### config.mk
export PLATFORM = sky130hd
export DESIGN_NAME = muldiv_iter_16
export DESIGN_NICKNAME = d
export VERILOG_FILES = /design/src/rtl/muldiv_iter_16_pkg.sv /design/src/rtl/muldiv_step.sv /design/src/rtl/muldiv_iter_16.sv
export SDC_FILE = /design/constraint.sdc
export NUM_CORES = 1
export LEC_CHECK = 0
export ABC_CLOCK_PERIOD_IN_PS = 3300
export BUFFER_PORTS_ARGS = -buffer_cell sky130_fd_sc_hd__buf_4
export CAP_MARGIN = 20
export CORE_ASPECT_RATIO = 1.1
export CORE_MARGIN = 8
export CORE_UTILIZATION = 50
export DETAILED_ROUTE_END_ITERATION = 10
export MAX_ROUTING_LAYER = met4
export PLACE_DENSITY = 0.69
export RECOVER_POWER = 100
export SLEW_MARGIN = 20
export SYNTH_ARGS = -nofsm -noshare
export SYNTH_HDL_FRONTEND = slang
export SYNTH_SLANG_ARGS = --single-unit
### constraint.sdc
create_clock -name clk -period 3.3 [get_ports clk]
set_input_delay 0.165 -clock clk [delete_from_list [all_inputs] [get_ports clk]]
set_output_delay 0.165 -clock clk [all_outputs]
set_load 0.02 [all_outputs]
### src/rtl/muldiv_iter_16_pkg.sv
// Shared types and constants for the iterative 16-bit multiply/divide unit.
// Op encodings, FSM states and the captured-request payload live here.
package muldiv_iter_16_pkg;

    localparam int unsigned WIDTH  = 16;
    localparam int unsigned ITERS  = WIDTH;
    localparam int unsigned CNT_W  = 5;
    localparam int unsigned ACC_W  = 2 * WIDTH;
    localparam int unsigned ADDR_W = 4;
    localparam int unsigned OP_W   = 2;

    localparam logic [OP_W-1:0] OP_MUL  = 2'b00;
    localparam logic [OP_W-1:0] OP_MULH = 2'b01;
    localparam logic [OP_W-1:0] OP_DIVU = 2'b10;
    localparam logic [OP_W-1:0] OP_REMU = 2'b11;

    typedef enum logic [1:0] {
        ST_IDLE = 2'b00,
        ST_RUN  = 2'b01,
        ST_DONE = 2'b10
    } state_t;

    // Request captured at start; opnd is A for multiply, B for divide.
    typedef struct packed {
        logic [OP_W-1:0]   op;
        logic [WIDTH-1:0]  opnd;
        logic [ADDR_W-1:0] dst;
    } req_t;

    function automatic logic is_div(input logic [OP_W-1:0] op);
        return (op == OP_DIVU) || (op == OP_REMU);
    endfunction

    // Upper half holds the MULH product / remainder, lower half the MUL product / quotient.
    function automatic logic [WIDTH-1:0] result_sel(input logic [OP_W-1:0] op,
                                                    input logic [ACC_W-1:0] acc);
        if ((op == OP_MULH) || (op == OP_REMU)) begin
            return acc[ACC_W-1:WIDTH];
        end
        return acc[WIDTH-1:0];
    endfunction

endpackage

### src/rtl/muldiv_step.sv
// One radix-2 iteration: shift-add multiply step or restoring divide step.
// Multiply uses acc = {hi, lo}; divide uses acc = {rem[15:0], quo}.
module muldiv_step
    import muldiv_iter_16_pkg::*;
(
    input  logic             div,
    input  logic [ACC_W-1:0] acc,
    input  logic [WIDTH-1:0] opnd,
    output logic [ACC_W-1:0] acc_next
);

    logic [WIDTH:0]   sum;
    logic [WIDTH:0]   rem_s;
    logic [WIDTH-1:0] quo_s;

    always_comb begin
        acc_next = '0;
        sum      = '0;
        rem_s    = '0;
        quo_s    = '0;
        if (div) begin
            // 17-bit partial remainder after shifting the next dividend bit in.
            rem_s = {acc[ACC_W-1:WIDTH], acc[WIDTH-1]};
            quo_s = {acc[WIDTH-2:0], 1'b0};
            if (rem_s >= {1'b0, opnd}) begin
                acc_next = {WIDTH'(rem_s - {1'b0, opnd}), quo_s | WIDTH'(1)};
            end else begin
                acc_next = {rem_s[WIDTH-1:0], quo_s};
            end
        end else begin
            sum      = {1'b0, acc[ACC_W-1:WIDTH]} + (acc[0] ? {1'b0, opnd} : '0);
            acc_next = {sum, acc[WIDTH-1:1]};
        end
    end

endmodule

### src/rtl/muldiv_iter_16.sv
// Iterative 16-bit MUL/MULH/DIVU/REMU unit with start/busy/done handshake.
// Fixed latency: 16 iteration edges after the accepting edge, then one done/load cycle.
module muldiv_iter_16
    import muldiv_iter_16_pkg::*;
(
    input  logic              clk,
    input  logic              nClear,
    input  logic              start,
    input  logic [OP_W-1:0]   op,
    input  logic [WIDTH-1:0]  A,
    input  logic [WIDTH-1:0]  B,
    input  logic [ADDR_W-1:0] dst,
    output logic              busy,
    output logic              done,
    output logic [WIDTH-1:0]  C,
    output logic [ADDR_W-1:0] Caddr,
    output logic              load
);

    state_t            state;
    state_t            state_next;
    req_t              req_q;
    logic [ACC_W-1:0]  acc_q;
    logic [ACC_W-1:0]  acc_step;
    logic [CNT_W-1:0]  cnt_q;
    logic              accept;
    logic              last;
    logic              busy_d;
    logic              done_d;
    logic [WIDTH-1:0]  c_d;
    logic [ADDR_W-1:0] caddr_d;

    assign accept = start && ((state == ST_IDLE) || (state == ST_DONE));
    assign last   = (state == ST_RUN) && (cnt_q == CNT_W'(ITERS - 1));
    assign load   = done;

    muldiv_step u_step (
        .div      (is_div(req_q.op)),
        .acc      (acc_q),
        .opnd     (req_q.opnd),
        .acc_next (acc_step)
    );

    always_ff @(posedge clk or negedge nClear) begin
        if (!nClear) begin
            state <= ST_IDLE;
        end else begin
            state <= state_next;
        end
    end

    always_comb begin
        state_next = state;
        case (state)
            ST_IDLE: if (start) state_next = ST_RUN;
            ST_RUN:  if (last)  state_next = ST_DONE;
            ST_DONE: state_next = start ? ST_RUN : ST_IDLE;
            default: state_next = ST_IDLE;
        endcase
    end

    // Next values of the registered outputs; C/Caddr hold outside completion.
    always_comb begin
        busy_d  = (state_next == ST_RUN);
        done_d  = last;
        c_d     = C;
        caddr_d = Caddr;
        if (last) begin
            c_d     = result_sel(req_q.op, acc_step);
            caddr_d = req_q.dst;
        end
    end

    always_ff @(posedge clk or negedge nClear) begin
        if (!nClear) begin
            busy  <= 1'b0;
            done  <= 1'b0;
            C     <= '0;
            Caddr <= '0;
        end else begin
            busy  <= busy_d;
            done  <= done_d;
            C     <= c_d;
            Caddr <= caddr_d;
        end
    end

    // Capture on accept; operands are never re-sampled while iterating.
    always_ff @(posedge clk or negedge nClear) begin
        if (!nClear) begin
            req_q <= '0;
            acc_q <= '0;
            cnt_q <= '0;
        end else if (accept) begin
            req_q.op   <= op;
            req_q.dst  <= dst;
            req_q.opnd <= is_div(op) ? B : A;
            acc_q      <= {WIDTH'(0), (is_div(op) ? A : B)};
            cnt_q      <= '0;
        end else if (state == ST_RUN) begin
            acc_q <= acc_step;
            cnt_q <= cnt_q + CNT_W'(1);
        end
    end

endmodule

# ---- After elaboration in Yosys (flattened, before gate mapping)
# Index checks and enable logic that the tools add are counted.
dict set report classes {
  reduce_logical 8
  add_sub_neg 3
  n_eq_ne 9
  n_mux 17
  magnitude_cmp 1
}
# op n
set ops {}
lappend ops {{32-bit two-way mux} 4}
lappend ops {{16-bit two-way mux} 5}
lappend ops {{16-bit by 16-bit adder with 17-bit output} 1}
lappend ops {{17-bit by 16-bit greater-or-equal comparator with 1-bit output} 1}
lappend ops {{16-bit subtractor} 1}
lappend ops {{2-bit == test (second input constant)} 5}
lappend ops {{5-bit two-way mux} 2}
lappend ops {{2-bit by 1-bit == test with 1-bit output (second input constant)} 3}
lappend ops {{2-bit case mux with 3 select lines} 1}
lappend ops {{5-bit by 1-bit adder with 5-bit output (second input constant)} 1}
lappend ops {{5-bit by 4-bit == test with 1-bit output (second input constant)} 1}
lappend ops {{1-bit logical OR} 4}
lappend ops {{2-bit two-way mux} 2}
lappend ops {{1-bit two-way mux} 3}
lappend ops {{1-bit logical AND} 2}
lappend ops {{2-bit zero test} 1}
lappend ops {{2-bit nonzero test} 1}
dict set report word_totals {
  out_inout_bits 23
  reg_bits 83
  elab_cells 48
}

# ---- Depth between registers and ports, before layout
# Gate-level depths: netlist of the first run.
dict set report depth {
  word_depth 5
  ltp_mapped 13
  ltp_nobuf 13
}

# ---- Cells and area by module
# From an unflattened synthesis of the first run, not the netlist that was laid out.
dict set report unflattened {
  cells_unflattened 653
  hier_area_um2 5924.4
}
# mod cells_per_inst seq_area_each_um2 area_per_inst_um2 n_inst
set modules_own_cells {}
lappend modules_own_cells {muldiv_iter_16 351 2077.0 3746.1 1}
lappend modules_own_cells {muldiv_step 302 0.0 2178.3 1}

# ---- Least setup slack after synthesis of the first run
# Ideal clock, no wire load.
dict set report synth_path {
  path_kind {register to register}
  start {reg acc_q[0]}
  end {reg C[11]}
  path_stages_with_launch 14
  setup_slack_ns 0.347
  synth_period_minus_slack_ns 2.953
  setup_time_ns 0.126
  arrival_time_ns 2.827
  cell_sequence {dfrtp_1 -> clkbuf_1 -> and2_1 -> ha_1 -> fa_1 -> a211oi_1 -> nor2_1 -> o41ai_1 -> a211o_1 -> o21ai_0 -> xor2_1 -> nor2_1 -> a21oi_1 -> a221o_1}
}
dict set report synth_between {
  elab_chain_cells 5
}
# item line_no
set synth_lines {}
lappend synth_lines {{from (decl)} muldiv_iter_16.sv:23} ;# logic [ACC_W-1:0] acc_q;
lappend synth_lines {{from (signal assigned)} muldiv_iter_16.sv:98} ;# acc_q <= {WIDTH'(0), (is_div(op) ? A : B)};
lappend synth_lines {{from (signal assigned)} muldiv_iter_16.sv:101} ;# acc_q <= acc_step;
lappend synth_lines {{16-bit two-way mux} muldiv_step.sv:31} ;# sum = {1'b0, acc[ACC_W-1:WIDTH]} + (acc[0] ? {1'b0, opnd} : '0);
lappend synth_lines {{16-bit by 16-bit adder with 17-bit output} muldiv_step.sv:31}
lappend synth_lines {{32-bit two-way mux} muldiv_step.sv:21} ;# if (div) begin
lappend synth_lines {{16-bit two-way mux} muldiv_iter_16_pkg.sv:37} ;# if ((op == OP_MULH) || (op == OP_REMU)) begin
lappend synth_lines {{16-bit two-way mux} muldiv_iter_16_pkg.sv:40} ;# return acc[WIDTH-1:0];
lappend synth_lines {{to (signal assigned)} muldiv_iter_16.sv:78} ;# C <= '0;
lappend synth_lines {{to (signal assigned)} muldiv_iter_16.sv:83} ;# C <= c_d;
lappend synth_lines {{to (decl)} muldiv_iter_16.sv:15} ;# output logic [WIDTH-1:0] C,
# No other way between the ends. The select of a mux whose other input is x is not followed.
# A chain may end at the register's enable or synchronous reset.

# ---- Worst setup path after layout of the first run
dict set report layout_path {
  start {reg, netlist name req_q[5]}
  end {reg acc_q[19]}
}
dict set report layout_between {
  elab_chain_cells 5
}
# item line_no
set layout_lines {}
lappend layout_lines {{16-bit two-way mux, or another cell as far along} muldiv_step.sv:31}
lappend layout_lines {{16-bit by 16-bit adder with 17-bit output / 32-bit two-way mux (equally long branches)} {muldiv_step.sv:31, muldiv_step.sv:25}}
lappend layout_lines {{32-bit two-way mux *} muldiv_step.sv:21}
lappend layout_lines {{32-bit two-way mux *} muldiv_iter_16.sv:100} ;# end else if (state == ST_RUN) begin
lappend layout_lines {{32-bit two-way mux *} muldiv_iter_16.sv:94} ;# end else if (accept) begin
# Mark *: on every way between the ends. The rest lies on a longest branch, timed or not. The select of a mux whose other input is x is not followed.

==> run_results.csv, run 1 <==
group,metric,value,unit
sta,fin_tns_setup,0,ns
synth,synth_seq_cells,83,
drt,wl,14.9,mm
cts,numCtsBuffers,9,
drt,firstDrtPassIters,5,
setup_path,regToRegSetupSlack,0.21,ns
final_layout,mostFrequentLayoutCell,"dfrtp_1",
status,violations,"capacitance limit, slew limit",
sta,clock-skew-final,0.0112,ns
final_layout,multi_input_area,3370,um^2
drt,wl_met2,6.52,mm
job,maxCapViolCount,2,
synth,syn_avg_cell_area,9.22,um^2
setup_path,reg2reg_depth,11,
setup_path,worst_setup_path_end_kind,"register",
synth,yosysSeqAreaShare,36.5,%
setup_path,arrival,3.27,ns
grt,antenna_found_initial,0,
sta,holdWs,0.0143,ns
final_layout,diodes,0,
cts,cts_tree,"built",
placement,dp_hpwl,11.3,mm
synth,ys_types,61,
setup_path,r2r-end,"acc_q[19]",
floorplanning,ios,64,
setup_path,startpoint,"req_q[5]",
cts,cts_root_buffer,"clkbuf_16",
sta,rsz0062_at_grt,"no",
sta,period_share,93.7,%
drt,via_per_inst,5.83,
placement,io_buffers,63,
drt,dr.max_layer_used,"met4",
floorplanning,initial_core_util,50.5,%
drt,routedWlPerCell,18.2,um
synth,syn_area,5700,um^2
floorplanning,std_cell_rows,41,
final_layout,area_growth,13.4,%
floorplanning,fp.coreArea,11300,um^2
grt,grt_pass1_vias,4806,
floorplanning,die_h,128,um
synth,async_reset_ff_share,100,%
cts,clkSinkCount,83,
sta,worstMarginPinSlew,2.12,ns
grt,grt_overflow_total,0,
drt,detail-route-antenna-nets,0,
sta,drv_slew,124,
synth,synth-edff-count,0,
cts,path_clk_slew,0.06,ns
final_layout,fin_nets,741,
final_layout,drive_above_1_share,11.8,%
drt,met1_length,7.32,mm
cts,postCtsSetupBuffers,0,
placement,gp_congestion,0.936,
power_and_ir_drop,p_per_area,1270,nW/um^2
sta,setup_violations,0,
hold_path,holdCritPathClass,"primary input to register",
hold_path,min_path_cells,3,
final_layout,stdcell_count,819,
grt,grt_pass1_wl,25.1,mm
sta,min_period,3.09,ns
setup_path,start_kind,"register",
final_layout,final_util,57.3,%
setup_path,reg2reg_from,"req_q[5]",
synth,yosys.area.top_type,"dfrtp_1",
cts,htree_levels,3,
final_layout,regArea,2080,um^2
setup_path,critPathKind,"register to register",
drt,drt_iter0_drc,369,
hold_path,min-delay-start,"dst[2]",
final_layout,final_area,6460,um^2
final_layout,fillers,1040,
placement,dp_cells,802,
power_and_ir_drop,ir_drop,0.000464,V
cts,clk_latency,0.34,ns
setup_path,worstPathMaxFanout,16,
sta,finalHoldViolCount,0,
setup_path,crit_required,3.48,ns
drt,drc,0,
sta,relSlewSlack,-41.3,%
synth,syn_nets,695,
drt,vias,4778,
synth,ys_warn_count,0,
grt,grt_max_degree,62,
final_layout,final_cell_mix,"dfrtp_1 (82), nand2_1 (76), mux2i_1 (60)",
power_and_ir_drop,total_leakage_power,3.04,nW
hold_path,whs_endpoint,"req_q[2]",
synth,synth-main-ff-cell,"dfrtp_1",
drt,wl_met3,686,um
cts,clock_path_buffers,2,
floorplanning,die_x,118,um
synth,postSynthCellCount,618,
grt,grt_use_total,21.1,%
status,outcome,"finished with violations",
placement,place_area,6260,um^2
floorplanning,design.die.area,15100,um^2
synth,synth_top_area_share,36.5,%
synth,synth_area_leaders,"dfrtp_1 (36%), mux2i_1 (11%), ha_1 (7.5%)",
sta,max_freq,324,MHz
-- repair_timing --
action                                  CTS  global route
hold buffers                              1             0
hold endpoints to repair                 60             0
endpoints found under the setup margin    0             5
resized for setup                         0             1
-- critical path: stages, from the launching register on --
cell      delay (ns)
dfrtp_1         0.39
inv_1           0.09
ha_1            0.31
nor2b_1         0.15
o31a_1          0.27
or3_1           0.38
a21oi_4         0.23
o211ai_4        0.12
nand2_4         0.25
mux2_2          0.37
a21boi_0        0.26
o21ai_0         0.11
-- report_power, final --
part	total (mW)	internal (mW)	switching, mW	leakage, nW
combinational	5.13	2.22	2.91	1.87
clock	1.02	0.626	0.396	0.153
sequential	2.07	1.52	0.551	1.03
-- Yosys cell counts (4+ instances only) --
cell type,instances
xnor2_1,15
o21ai_0,53
a21o_1,14
nor2_1,36
ha_1,34
a211oi_1,5
dfrtp_1,83
a221o_1,4
nand2b_1,4
o21a_1,5
mux2i_1,60
o221ai_1,11
mux2_2,7
nor3_1,19
xor2_1,9
nor2b_1,7
a22o_1,10
o31ai_1,4
nand2_1,76
a21oi_1,32
o211ai_1,10
buf_1,5
inv_1,23
clkbuf_1,27
and2_1,16
-- stage by stage --
stage / power, mW / setup slack (ns)
6_report: 8.23 / 0.209
5_1_grt: 8.96 / 0.0332
4_1_cts: 8.37 / 0.129
3_5_place_dp: 7.30 / 0.139
3_3_place_gp: 7.19 / 0.201
2_1_floorplan: 6.04 / 0.347
-- routing by layer --
metal	vias to the layer above	global-route usage (%)
met5	-	-
met2	134	31.0
met4	0	7.47
li1	2323	-
met1	2298	28.5
met3	23	3.92
-- flip-flops by register name, summed over array words and instances, names as in the netlist --
| register | flops |
|---|---|
| req_q | 22 |
| cnt_q | 5 |
| Caddr | 4 |
| busy | 1 |
| done | 1 |
| C | 16 |
| acc_q | 32 |
| state | 2 |
-- cells by family after synthesis --
group / count (synthesis) / synth area share, %
AO/OA/AOI/OAI: 170 / 20.5
XOR/XNOR: 24 / 3.69
adder cells (fa/ha/maj): 36 / 8.17
buffers and inverters: 59 / 4.26
flip-flops: 83 / 36.5
multiplexers: 67 / 11.9
AND/OR/NAND/NOR: 179 / 15.0
-- final cells by class --
class / count / area share [%]
Multi-Input combinational cell: 476 / 52.1
Clock buffer: 12 / 3.97
Sequential cell: 83 / 32.2
Clock inverter: 4 / 0.755
Tap cell: 150 / 2.90
Timing Repair Buffer: 70 / 6.68
Inverter: 24 / 1.39
-- worst max path at each step --
stage,to,slack (ns),depth (start not counted)
2_1_floorplan,C[11],0.35,13
3_3_place_gp,C[11],0.20,12
3_5_place_dp,C[11],0.14,12
4_1_cts,C[11],0.13,12
5_1_grt,acc_q[19],0.03,11
6_report,acc_q[19],0.21,11
No activity file was read; power rests on OpenSTA's default activity.
==> inputs of run 2 (changes only) <==
--- a/config.mk
+++ b/config.mk
@@ -8,12 +8,15 @@
 export ABC_CLOCK_PERIOD_IN_PS = 3300
 export BUFFER_PORTS_ARGS = -buffer_cell sky130_fd_sc_hd__buf_4
 export CAP_MARGIN = 20
+export CELL_PAD_IN_SITES_DETAIL_PLACEMENT = 0
+export CELL_PAD_IN_SITES_GLOBAL_PLACEMENT = 1
 export CORE_ASPECT_RATIO = 1.1
 export CORE_MARGIN = 8
-export CORE_UTILIZATION = 50
+export CORE_UTILIZATION = 46
+export CTS_CLUSTER_SIZE = 8
 export DETAILED_ROUTE_END_ITERATION = 10
 export MAX_ROUTING_LAYER = met4
-export PLACE_DENSITY = 0.69
+export PLACE_DENSITY = 0.8
 export RECOVER_POWER = 100
 export SLEW_MARGIN = 20
 export SYNTH_ARGS = -nofsm -noshare
==> run 2 against run 1 <==
The run still ends with capacitance limit, slew limit left. Design area increased by 0.43%. Maximum frequency is 2.4% lower. Via count increased by 0.17%. Global-route usage down 0.57 points. Combinational power is 2% higher. Clock-buffer cell count is 3 lower. Non-clock buffer count up 6. Largest cell class unchanged. Highest routed layer unchanged.
==> run_results.csv, run 2 (synthesis gave the netlist of run 1 again) <==
group,metric,value,unit
cts,path_clk_slew,0.07,ns
sta,fin_tns_setup,0,ns
cts,cts_root_buffer,"clkbuf_16",
drt,via_per_inst,5.77,
setup_path,worst_setup_path_end_kind,"register",
setup_path,regToRegSetupSlack,0.13,ns
drt,drc,0,
setup_path,max_stage_delay,0.46,ns
sta,rsz0062_at_grt,"no",
final_layout,final_cell_mix,"dfrtp_1 (82), nand2_1 (76), mux2i_1 (60)",
floorplanning,design.die.area,16200,um^2
power_and_ir_drop,ir_drop,0.000441,V
power_and_ir_drop,total_power,8.27,mW
sta,period_share,96.0,%
sta,clock-skew-final,0.0128,ns
sta,min_period,3.17,ns
placement,dp_cells,811,
floorplanning,fp.coreArea,12100,um^2
cts,cts_tree,"built",
drt,wl,15.4,mm
cts,clkSinkCount,83,
setup_path,arrival,3.39,ns
final_layout,area_growth,13.9,%
power_and_ir_drop,total_leakage_power,3.05,nW
drt,vias,4786,
setup_path,cp_slowest_cell,"dfrtp_1",
final_layout,largest_reg_flops,32,
final_layout,top_register,"acc_q",
drt,drt_iter0_drc,327,
sta,drv_slew,146,
floorplanning,std_cell_rows,42,
setup_path,start_kind,"register",
drt,firstDrtPassIters,4,
sta,max_freq,316,MHz
cts,clk_latency,0.35,ns
grt,grt_use_total,20.5,%
floorplanning,initial_core_util,47.1,%
floorplanning,die_h,133,um
floorplanning,die_x,122,um
sta,finalHoldViolCount,0,
cts,numCtsBuffers,9,
job,maxCapViolCount,2,
cts,htree_levels,3,
power_and_ir_drop,p_per_area,1270,nW/um^2
sta,setup_violations,0,
grt,grt_max_degree,84,
setup_path,crit_required,3.52,ns
grt,grt_overflow_total,0,
final_layout,fin_nets,747,
sta,worstMarginPinSlew,2.09,ns
placement,gp_congestion,0.954,
drt,routedWlPerCell,18.6,um
setup_path,critPathKind,"register to register",
final_layout,stdcell_count,829,
status,outcome,"finished with violations",
setup_path,worstPathCellList,"ha_1, nor2b_1, o31a_1, or3_4, a21oi_4, o211ai_1, nand2_4, mux2i_1, a21oi_1, a221o_1",
grt,grt_pass1_vias,4894,
cts,clock_path_buffers,2,
floorplanning,ios,64,
placement,dp_hpwl,11.7,mm
final_layout,diodes,0,
grt,antenna_found_initial,0,
setup_path,worstPathMaxFanout,16,
final_layout,drive_above_1_share,12.7,%
drt,detail-route-antenna-nets,0,
status,violations,"capacitance limit, slew limit",
final_layout,mostFrequentLayoutCell,"dfrtp_1",
grt,grt_pass1_wl,25.8,mm
hold_path,holdCritPathClass,"primary input to register",
cts,postCtsSetupBuffers,0,
placement,io_buffers,63,
final_layout,largestRegisters,"acc_q: 32 flops, req_q: 22 flops, C: 16 flops",
sta,relSlewSlack,-39.5,%
-- run 2: timing repair --
action	4_1_cts	5_1_grt
hold endpoints to repair	1	83
gates resized for setup	0	1
setup endpoints to repair	0	4
hold buffers	1	1
-- run 2: layer usage --
layer	global-route usage (%)	up-vias	wire, um
met5	-	-	0
met3	3.36	21	714
met1	29.1	2300	7630
met4	5.69	0	252
li1	-	2327	-
met2	29.2	138	6820
-- run 2: stage by stage --
step                hold slack [ns]  setup slack, ns  utilization (%)  area (um^2)
finish                      0.00910            0.134             53.7         6490
global placement              0.356            0.256             52.1         6300
global route                 0.0169           0.0298             53.7         6490
CTS                         0.00161            0.187             54.6         6600
floorplan                    -0.131            0.347                -         5700
detailed placement            0.361            0.197             52.1         6300
-- run 2: worst paths after layout --
check | cells past startpoint | startpoint | to
setup / recovery | 10 | acc_q[16] | C[10]
hold / removal | 3 | dst[2] | req_q[2]
setup reg to reg | 10 | acc_q[16] | C[10]
hold reg to reg | 2 | req_q[1] | req_q[1]
max in group asynchronous | 2 | nClear | req_q[21]
min in group asynchronous | 2 | nClear | done
-- run 2: worst max-delay path, delay by kind of cell, from the launching register on --
kind / cells / cell delay [ns]
flops: 1 / 0.46
mux: 1 / 0.28
fa+ha+maj: 1 / 0.32
simple gates: 3 / 0.82
compound gates: 5 / 1.17
-- run 2: power breakdown --
part           total [mW]  internal [mW]  switching (mW)  leakage [nW]
Combinational        5.22           2.27            2.95          1.89
Sequential           2.07           1.52           0.550          1.03
Clock               0.978          0.522           0.456         0.131
-- run 2: final cells by class --
cell class                 count  area [um^2]
inverter                      24         90.1
fill                        1155         5600
sequential                    83         2080
multi-input combinational    476         3360
clock inverter                 7         60.1
tap                          154          193
timing repair buffer          76          483
clock buffer                   9          225
==> inputs of run 3 (changes only) <==
--- a/config.mk
+++ b/config.mk
@@ -12,11 +12,11 @@
 export CELL_PAD_IN_SITES_GLOBAL_PLACEMENT = 1
 export CORE_ASPECT_RATIO = 1.1
 export CORE_MARGIN = 8
-export CORE_UTILIZATION = 46
+export CORE_UTILIZATION = 35
 export CTS_CLUSTER_SIZE = 8
 export DETAILED_ROUTE_END_ITERATION = 10
 export MAX_ROUTING_LAYER = met4
-export PLACE_DENSITY = 0.8
+export PLACE_DENSITY = 0.64
 export RECOVER_POWER = 100
 export SLEW_MARGIN = 20
 export SYNTH_ARGS = -nofsm -noshare
==> run 3 against run 2 <==
The flow still finishes with violations (capacitance limit, slew limit). Critical path depth shrank 1. Register-to-register slack better by 0.07 ns. Largest power group unchanged. First-iteration DRC count shrank 46%. Highest routed layer unchanged. Hold slack better by 0.0042 ns. Design area increased by 1.7%. Wire length up 4.5%. Maximum frequency rose by 2.3%. Via count is 2.3% lower. Clock skew down 0.00051 ns. Critical path type unchanged.
==> run_results.csv, run 3 (synthesis gave the netlist of run 1 again) <==
group,metric,value,unit
final_layout,drive_above_1_share,12.9,%
cts,cts_tree,"built",
cts,clkSinkCount,83,
final_layout,top_register,"acc_q",
power_and_ir_drop,ir_drop,0.000344,V
setup_path,worstPathMaxFanout,16,
final_layout,largestRegisters,"acc_q: 32 flops, req_q: 22 flops, C: 16 flops",
setup_path,max_stage_delay,0.51,ns
cts,clk_latency,0.34,ns
sta,clock-skew-final,0.0123,ns
floorplanning,std_cell_rows,49,
final_layout,largest_reg_flops,32,
placement,gp_congestion,0.900,
placement,io_buffers,63,
drt,vias,4675,
setup_path,cp_num_buf_inv,0,
floorplanning,die_x,138,um
final_layout,mostFrequentLayoutCell,"dfrtp_1",
sta,drv_slew,86,
grt,antenna_found_initial,0,
sta,worstMarginPinSlew,2.19,ns
drt,via_per_inst,5.31,
drt,drc,0,
cts,htree_levels,3,
grt,grt_use_total,16.8,%
sta,min_period,3.10,ns
cts,clock_path_buffers,2,
cts,path_clk_slew,0.07,ns
grt,grt_overflow_total,0,
sta,setup_violations,0,
sta,period_share,93.8,%
cts,cts_root_buffer,"clkbuf_16",
status,violations,"capacitance limit, slew limit",
sta,finalHoldViolCount,0,
floorplanning,design.die.area,20600,um^2
drt,detail-route-antenna-nets,0,
drt,drt_iter0_drc,176,
final_layout,fin_nets,748,
grt,grt_max_degree,47,
setup_path,start_kind,"register",
setup_path,worstPathCellList,"ha_1, nand4_1, nor4_4, a2111oi_4, a2bb2oi_4, nand2_4, mux2_1, a21oi_1, o21ai_0",
power_and_ir_drop,p_per_area,1280,nW/um^2
cts,numCtsBuffers,9,
final_layout,diodes,0,
job,maxCapViolCount,2,
hold_path,holdCritPathClass,"primary input to register",
power_and_ir_drop,total_leakage_power,3.08,nW
sta,relSlewSlack,-46.3,%
final_layout,area_growth,15.8,%
placement,dp_hpwl,12.4,mm
grt,grt_pass1_wl,26.3,mm
setup_path,critPathKind,"register to register",
drt,firstDrtPassIters,4,
sta,rsz0062_at_grt,"no",
grt,grt_pass1_vias,4805,
sta,max_freq,323,MHz
setup_path,cp_slowest_cell,"ha_1",
floorplanning,fp.coreArea,16100,um^2
cts,postCtsSetupBuffers,0,
status,outcome,"finished with violations",
placement,place_area,6380,um^2
setup_path,worst_setup_path_end_kind,"register",
sta,fin_tns_setup,0,ns
drt,routedWlPerCell,18.3,um
setup_path,path_delay_family,"simple AND/OR/NAND/NOR gates",
floorplanning,die_h,150,um
setup_path,arrival,3.26,ns
drt,wl,16.1,mm
final_layout,final_cell_mix,"dfrtp_1 (82), nand2_1 (76), mux2i_1 (60)",
setup_path,crit_required,3.46,ns
floorplanning,initial_core_util,35.3,%
final_layout,final_area,6600,um^2
floorplanning,ios,64,
## run 3: cell count changes in the layout (fill, tap and decap cells not counted), sizes merged
cell	before	now
dlygate4sd3	2	1
bufinv	0	2
inv	26	24
buf	49	45
clkinvlp	3	1
clkinv	2	3
clkbuf	34	41
## run 3: path summary, 6_finish.rpt
kind	from	end	slack, ns	cells after the start
max	acc_q[29]	acc_q[22]	0.20	9
min	dst[0]	req_q[0]	0.01	3
max reg2reg	acc_q[29]	acc_q[22]	0.20	9
min reg2reg	req_q[0]	req_q[0]	0.48	2
max in group asynchronous	nClear	acc_q[23]	0.69	3
min in group asynchronous	nClear	acc_q[14]	1.02	2
## run 3: area by class of cell
cell class / count / area, um^2
sequential: 83 / 2080
clock buffer: 10 / 239
inverter: 24 / 90.1
multi-input combinational: 476 / 3380
timing repair buffer: 77 / 469
clock inverter: 6 / 86.3
fill: 1634 / 9530
tap: 204 / 255
## run 3: report_power, final
group	internal, mW	total, mW	switching, mW
clock network	0.684	1.10	0.417
logic	2.26	5.24	2.98
registers	1.52	2.09	0.571
total	4.47	8.43	3.97
## run 3: stage by stage
step | hold WS, ns | setup WS [ns] | cells | total power, mW | util (%)
floorplan | -0.131 | 0.347 | 618 | 6.04 | -
global placement | 0.176 | 0.234 | 863 | 7.42 | 39.6
detailed placement | 0.177 | 0.202 | 863 | 7.47 | 39.6
CTS | 0.00492 | 0.190 | 880 | 8.62 | 41.6
global route | 0.0170 | 0.0476 | 880 | 9.19 | 40.9
finish | 0.0133 | 0.204 | 880 | 8.43 | 40.9
## run 3: timing repair
| item | in CTS | in global routing |
|---|---|---|
| hold buffers | 1 | 0 |
| setup endpoints to repair | 0 | 2 |
| endpoints found under the hold margin | 36 | 0 |
| resized for setup | 0 | 2 |
## run 3: tightest hold or removal path: stages
cell	delay (ns)
buf_4	0.08
nand2_1	0.04
nand2_1	0.04
## run 3: layer usage
layer,vias up,track usage (%),wire (um)
li1,2327,-,-
met4,0,3.97,187
met3,11,2.01,451
met1,2238,23.9,8360
met5,-,-,0
met2,99,24.9,7110
